File: src/rtl/rock_pkg.sv
// Shared types, constants and parameter defaults for the rocking-motor controller.
package rock_pkg;

  typedef enum logic [1:0] {
    IDLE      = 2'd0,
    ROCK      = 2'd1,
    RAMP_DOWN = 2'd2
  } rockState_t;

  localparam logic [2:0] SPEED_MAX = 3'd7;

  localparam int EVAL_CYCLES_DEF   = 16;
  localparam int START_LVL_DEF     = 3;
  localparam int START_SPEED_DEF   = 2;
  localparam int GOOD_MIN_DEF      = 2;
  localparam int CALM_WINDOWS_DEF  = 3;
  localparam int ALARM_WINDOWS_DEF = 4;

  function automatic logic [3:0] satInc4(input logic [3:0] value);
    if (value == 4'd15) begin
      return 4'd15;
    end else begin
      return value + 4'd1;
    end
  endfunction

endpackage

File: src/rtl/eval_timer.sv
// Evaluation window counter plus saturating decrease-pulse counter.
// pulseTotal already includes a pulse arriving in the current cycle.
module eval_timer
  import rock_pkg::*;
#(
  parameter int EVAL_CYCLES = EVAL_CYCLES_DEF
) (
  input  logic       clk,
  input  logic       r,
  input  logic       clear,
  input  logic       stressDaalt,
  output logic       windowEnd,
  output logic [3:0] pulseTotal
);

  localparam int CW = $clog2(EVAL_CYCLES);
  localparam logic [CW-1:0] WIN_LAST = CW'(EVAL_CYCLES - 1);

  logic [CW-1:0] winCnt;
  logic [3:0]    pulseCnt;

  assign windowEnd = (winCnt == WIN_LAST);

  // Pulse total of the running window including this cycle's flag.
  always_comb begin
    pulseTotal = pulseCnt;
    if (stressDaalt) begin
      pulseTotal = satInc4(pulseCnt);
    end else begin
      pulseTotal = pulseCnt;
    end
  end

  // Window and pulse counters; both restart at every window end.
  always_ff @(posedge clk or negedge r) begin
    if (!r) begin
      winCnt   <= {CW{1'b0}};
      pulseCnt <= 4'd0;
    end else if (clear || windowEnd) begin
      winCnt   <= {CW{1'b0}};
      pulseCnt <= 4'd0;
    end else begin
      winCnt   <= winCnt + CW'(1);
      pulseCnt <= pulseTotal;
    end
  end

endmodule

File: src/rtl/rock_controller.sv
// Rocking-motor controller: windowed evaluation of cry level and stress
// decrease pulses driving a 3-bit rocking speed and a latched no-relief alarm.
module rock_controller
  import rock_pkg::*;
#(
  parameter int EVAL_CYCLES   = EVAL_CYCLES_DEF,
  parameter int START_LVL     = START_LVL_DEF,
  parameter int START_SPEED   = START_SPEED_DEF,
  parameter int GOOD_MIN      = GOOD_MIN_DEF,
  parameter int CALM_WINDOWS  = CALM_WINDOWS_DEF,
  parameter int ALARM_WINDOWS = ALARM_WINDOWS_DEF
) (
  input  logic       clk,
  input  logic       r,
  input  logic       stressDaalt,
  input  logic [2:0] huil,
  output logic [2:0] wiegSnelheid,
  output logic       wiegAan,
  output logic       evalPuls,
  output logic       alarm
);

  localparam logic [2:0] START_LVL_C   = 3'(START_LVL);
  localparam logic [2:0] START_SPEED_C = 3'(START_SPEED);
  localparam logic [3:0] GOOD_MIN_C    = 4'(GOOD_MIN);
  localparam logic [3:0] CALM_MAX_C    = 4'(CALM_WINDOWS);
  localparam logic [3:0] CALM_CAP_C    = 4'(CALM_WINDOWS - 1);
  localparam logic [3:0] ALARM_MAX_C   = 4'(ALARM_WINDOWS);
  localparam logic [3:0] ALARM_LAST_C  = 4'(ALARM_WINDOWS - 1);

  rockState_t state, stateNext;
  logic [2:0] speedNext;
  logic [3:0] calm, calmNext, calmInc;
  logic [3:0] alarmCnt, alarmCntNext;
  logic       alarmNext, maxDry, windowEnd, evalEdge;
  logic [3:0] pulseTotal;

  eval_timer #(
    .EVAL_CYCLES(EVAL_CYCLES)
  ) u_timer (
    .clk        (clk),
    .r          (r),
    .clear      (state == IDLE),
    .stressDaalt(stressDaalt),
    .windowEnd  (windowEnd),
    .pulseTotal (pulseTotal)
  );

  assign evalEdge = windowEnd && (state != IDLE);

  // Next state, speed, calm and alarm bookkeeping; only evaluation edges act.
  always_comb begin
    stateNext    = state;
    speedNext    = wiegSnelheid;
    calmNext     = calm;
    alarmCntNext = alarmCnt;
    alarmNext    = alarm;
    calmInc      = calm + 4'd1;
    maxDry       = (state == ROCK) && (wiegSnelheid == SPEED_MAX) && (pulseTotal == 4'd0);
    case (state)
      IDLE: begin
        speedNext = 3'd0;
        if (huil >= START_LVL_C) begin
          stateNext = ROCK;
          speedNext = START_SPEED_C;
          calmNext  = 4'd0;
        end else begin
          stateNext = IDLE;
        end
      end
      ROCK: begin
        if (!windowEnd) begin
          stateNext = ROCK;
        end else if (huil == 3'd0) begin
          if (calmInc >= CALM_MAX_C) begin
            stateNext = RAMP_DOWN;
            calmNext  = 4'd0;
          end else begin
            calmNext = calmInc;
          end
        end else begin
          // Improving windows bank calm credit, but never a full ramp-down's worth.
          if (pulseTotal >= GOOD_MIN_C) begin
            calmNext = (calmInc > CALM_CAP_C) ? CALM_CAP_C : calmInc;
          end else begin
            calmNext = 4'd0;
          end
          if ((pulseTotal == 4'd0) && (wiegSnelheid != SPEED_MAX)) begin
            speedNext = wiegSnelheid + 3'd1;
          end else begin
            speedNext = wiegSnelheid;
          end
        end
      end
      RAMP_DOWN: begin
        if (!windowEnd) begin
          stateNext = RAMP_DOWN;
        end else if (huil >= START_LVL_C) begin
          stateNext = ROCK;
        end else if (wiegSnelheid <= 3'd1) begin
          speedNext = 3'd0;
          stateNext = IDLE;
        end else begin
          speedNext = wiegSnelheid - 3'd1;
          stateNext = RAMP_DOWN;
        end
      end
      default: begin
        stateNext = IDLE;
        speedNext = 3'd0;
        calmNext  = 4'd0;
      end
    endcase
    if (evalEdge) begin
      if (maxDry) begin
        alarmCntNext = (alarmCnt >= ALARM_MAX_C) ? ALARM_MAX_C : alarmCnt + 4'd1;
      end else begin
        alarmCntNext = 4'd0;
      end
      if (huil == 3'd0) begin
        alarmNext = 1'b0;
      end else if (maxDry && (alarmCnt == ALARM_LAST_C)) begin
        alarmNext = 1'b1;
      end else begin
        alarmNext = alarm;
      end
    end else begin
      alarmCntNext = alarmCnt;
      alarmNext    = alarm;
    end
  end

  // State and output registers.
  always_ff @(posedge clk or negedge r) begin
    if (!r) begin
      state        <= IDLE;
      wiegSnelheid <= 3'd0;
      wiegAan      <= 1'b0;
      evalPuls     <= 1'b0;
      alarm        <= 1'b0;
      calm         <= 4'd0;
      alarmCnt     <= 4'd0;
    end else begin
      state        <= stateNext;
      wiegSnelheid <= speedNext;
      wiegAan      <= (stateNext != IDLE);
      evalPuls     <= evalEdge;
      alarm        <= alarmNext;
      calm         <= calmNext;
      alarmCnt     <= alarmCntNext;
    end
  end

endmodule

File: config.mk
export PLATFORM = sky130hd
export DESIGN_NAME = rock_controller
export DESIGN_NICKNAME = d
export VERILOG_FILES = /design/src/rtl/rock_pkg.sv /design/src/rtl/eval_timer.sv /design/src/rtl/rock_controller.sv
export SDC_FILE = /design/constraint.sdc
export NUM_CORES = 1
export LEC_CHECK = 0
export CAP_MARGIN = 20
export CELL_PAD_IN_SITES_DETAIL_PLACEMENT = 1
export CELL_PAD_IN_SITES_GLOBAL_PLACEMENT = 1
export CORE_MARGIN = 3
export CORE_UTILIZATION = 39
export CTS_BUF_LIST = sky130_fd_sc_hd__clkbuf_8 sky130_fd_sc_hd__clkbuf_16
export CTS_CLUSTER_SIZE = 16
export DETAILED_ROUTE_END_ITERATION = 8
export GPL_ROUTABILITY_DRIVEN = 0
export GPL_TIMING_DRIVEN = 0
export PLACE_DENSITY = 0.77
export SLEW_MARGIN = 15
export SYNTH_ARGS = -nofsm -noshare
export SYNTH_HDL_FRONTEND = slang
export SYNTH_SLANG_ARGS = --single-unit
File: constraint.sdc
create_clock -name clk -period 2 [get_ports clk]
set_input_delay 0.4 -clock clk [delete_from_list [all_inputs] [get_ports clk]]
set_output_delay 0.4 -clock clk [all_outputs]
set_load 0.05 [all_outputs]
==> metrics.cfg <==
[status]
status = complete, no violations

[place]
place_area_um2 = 1540
numPortBuffers = 10
dp_slack_ns = -0.307
post-place-cells = 201
hpwl_um = 2500

[grt]
grt_max_degree = 25
grt_pass1_vias = 1229
grt.overflow.total = 0
antenna_found_initial = 0
grt.total_usage = 0.176
grt_pass1_wl_um = 5870

[routing]
via_per_inst = 5.59
routedWlPerCell_um = 16.8
first_pass_iters = 4
drc = 0
drt-initial-drc-count = 30
dr_total_vias = 1162
wirelength_um = 3490
ant_nets = 0

[logic_synthesis]
synth-seq-cells = 24
synth_ff_type = dfrtp_1
post-synth-top-area-fraction = 0.433
synth_edf_count = 0
yosysSeqAreaShare = 0.433
synth_nets = 161
synth_cell_types = 43
synthCells = 145
ys_warn_count = 0
synth_top_cell_by_area = dfrtp_1
syn_area_per_cell_um2 = 9.56
synth_area_leaders = dfrtp_1 43%, ha_1 9.0%, nor2_1 4.3%, a21oi_1 3.6%, o21ai_0 3.2%
syn_area_um2 = 1390
synthArstFlopShare = 1.00

[layout]
multi_input_area_um2 = 774
drive_gt1_frac = 0.130
final_cell_area_um2 = 1670
fillers = 375
num_antenna_cells = 0
final_core_util = 0.492
seqCellArea_um2 = 602
layoutNonFillerInstCount = 208
final_nets = 179
area_growth_pct = 20.2

[sta]
slew_viol_final = 0
tightest_slew_ns = 0.543
hold_viol_final = 0
fin_skew_ns = 0.00548
timing.fmax_mhz = 510
setup_viol = 0
finalCritPeriodShare = 0.980
relSlewSlack = 0.638
rsz0062_at_grt = true
period_needed_ns = 1.96
setup_slack_ns = 0.0405

[clocking]
clock-root-buffer = clkbuf_8
cts_hold_buf = 0
insertion_delay_ns = 0.28
cts_tree = yes
cts_buffers = 3
cts_sinks = 24
clock_path_buffers = 2
htreeDepth = 1
clk_pin_slew_ns = 0.09

[setup_path]
crit_chain = ha_4 -> nor4b_4 -> a211o_1 -> o311a_4 -> a32o_2 -> o21ai_2 -> a22o_1
cpMaxStageDelayCell = dfrtp_1
cp_max_fo = 5
crit-reg2reg-launch = u_timer.pulseCnt[0]
reg2reg_slack_ns = 0.04
cp.depth = 7
reg2reg_to = wiegSnelheid[2]
crit_required_ns = 2.17
endpoint_kind = flip-flop
worstSetupStartpoint = u_timer.pulseCnt[0]
critPathArrivalTime_ns = 2.13
crit_path_end = wiegSnelheid[2]
critPathTopFamily = compound AO/OA/AOI/OAI gates
reg2regPathDepth = 7
max_stage_delay_ns = 0.43
worst_setup_path_start_kind = flip-flop
path_buf_inv = 0
worstSetupPathType = flip-flop to flip-flop

[power]
power_density_nw_per_um2 = 915
ir_worst_vdd_mv = 0.401
combPwrFrac = 0.368
power_switching_share = 0.386
clock_power_share = 0.227
leakage_nw = 0.757
pwr-share-seq = 0.404
power_switching_w = 0.000589
intPower_w = 0.000937

[floorplanning]
io_pins = 12
rows = 21
die-height_um = 65.6
core_um2 = 3390
dieArea_um2 = 4310
die_x_um = 65.6
start_util = 0.409

[job]
cap_violations = 0

[hold_path]
hold_class = input pin to async pin

-- per-layer routing --
| metal | vias to the layer above | GRT usage | share of wire | routed length [um] |
|---|---|---|---|---|
| met1 | 585 | 0.228 | 0.45 | 1570 |
| met5 | - | 0 | 0 | 0 |
| met2 | 11 | 0.293 | 0.51 | 1790 |
| met4 | 0 | 0.0777 | 0.017 | 60 |
| li1 | 561 | - | - | - |
| met3 | 5 | 0.0222 | 0.020 | 69 |
-- how the worst min path moves through the flow --
stage                      startpoint             endpoint  slack, ns  cells past startpoint
CTS                       stressDaalt  u_timer.pulseCnt[1]       0.33                      2
global route                        r              calm[3]       0.13                      1
global placement    u_timer.winCnt[0]    u_timer.winCnt[0]       0.44                      1
detailed placement  u_timer.winCnt[0]    u_timer.winCnt[0]       0.46                      1
finish                              r  u_timer.pulseCnt[1]       0.09                      1
floorplan                           r                alarm       0.10                      0
-- power groups by stage --
stage	clock, W	sequential (W)	combinational [W]
final	0.000347	0.000617	0.000562
after global routing	0.000371	0.000627	0.000618
after CTS	0.000355	0.000612	0.000539
after detailed placement	0	0.000624	0.000527
after global placement	0	0.000617	0.000495
after floorplan	0	0.000689	0.000290
-- synthesized netlist by cell type (2+ instances only) --
library cell	n
dfrtp_1	24
nor2_1	16
nand2_1	11
a21oi_1	10
ha_1	10
inv_1	9
o21ai_0	9
and2_1	5
nand3_1	4
nor3_1	4
a22o_1	3
a31oi_1	3
a211oi_1	2
a311oi_1	2
nand2b_1	2
nand4_1	2
o21ai_1	2
xor2_1	2
-- state kept, by name, summed over array words and instances, names as in the netlist --
name	cells
alarm	1
alarmCnt	4
calm	4
evalPuls	1
state	2
u_timer.pulseCnt	4
u_timer.winCnt	4
wiegAan	1
wiegSnelheid	3
-- cell usage in the layout, fill, tap and decap left out, types with 2 or more instances in the layout --
master            n
ha_1              9
nor2_1           16
o21ai_1           3
and2_1            5
nand2b_1          2
a21oi_1           9
a22o_1            3
nand3_1           4
inv_1             9
o21ai_0           8
dfrtp_1          23
nand4_1           2
nor3_1            4
buf_4             3
xor2_1            2
clkbuf_8          4
a31oi_1           3
a311oi_1          2
nand2_1          11
clkdlybuf4s50_1   8
-- cell type report --
type	instances	share of cell area
Buffer	2	0.0143
Clock buffer	4	0.0330
Inverter	9	0.0203
Multi-Input combinational cell	110	0.465
Sequential cell	24	0.361
Tap cell	46	0.0345
Timing Repair Buffer	13	0.0721
-- worst reg2reg max path: cells and delay by family, from the launching register on --
kind / cells / cell delay, ns
AND/OR/NAND/NOR: 1 / 0.25
AO/OA/AOI/OAI: 5 / 0.91
adder cells (fa/ha/maj): 1 / 0.27
flip-flops: 1 / 0.43
-- kinds of logic after synthesis --
family	Yosys count	synth area share
and+or+nand+nor	52	0.195
AOI/OAI and AO/OA	44	0.213
DFF	24	0.433
buffers and inverters	11	0.0415
adders and majority gates	10	0.0903
xor gates and xnor gates	3	0.0190
muxes	1	0.00812
-- metrics by stage --
| step | total power [W] | hold slack (ns) | setup TNS [ns] |
|---|---|---|---|
| final | 0.00153 | 0.0920 | 0 |
| after global routing | 0.00162 | 0.131 | -0.128 |
| after CTS | 0.00151 | 0.333 | 0 |
| after detailed placement | 0.00115 | 0.464 | -0.972 |
| after global placement | 0.00111 | 0.444 | -0.707 |
| after floorplan | 0.000979 | 0.104 | 0 |
-- timing repair --
action                     in CTS  in global routing
gates resized for setup         2                  7
hold endpoints to repair        0                  0
pin swaps                       0                  4
setup buffers                   2                  1
setup endpoints to repair       2                  8
Power figures use the tool's default switching activity.
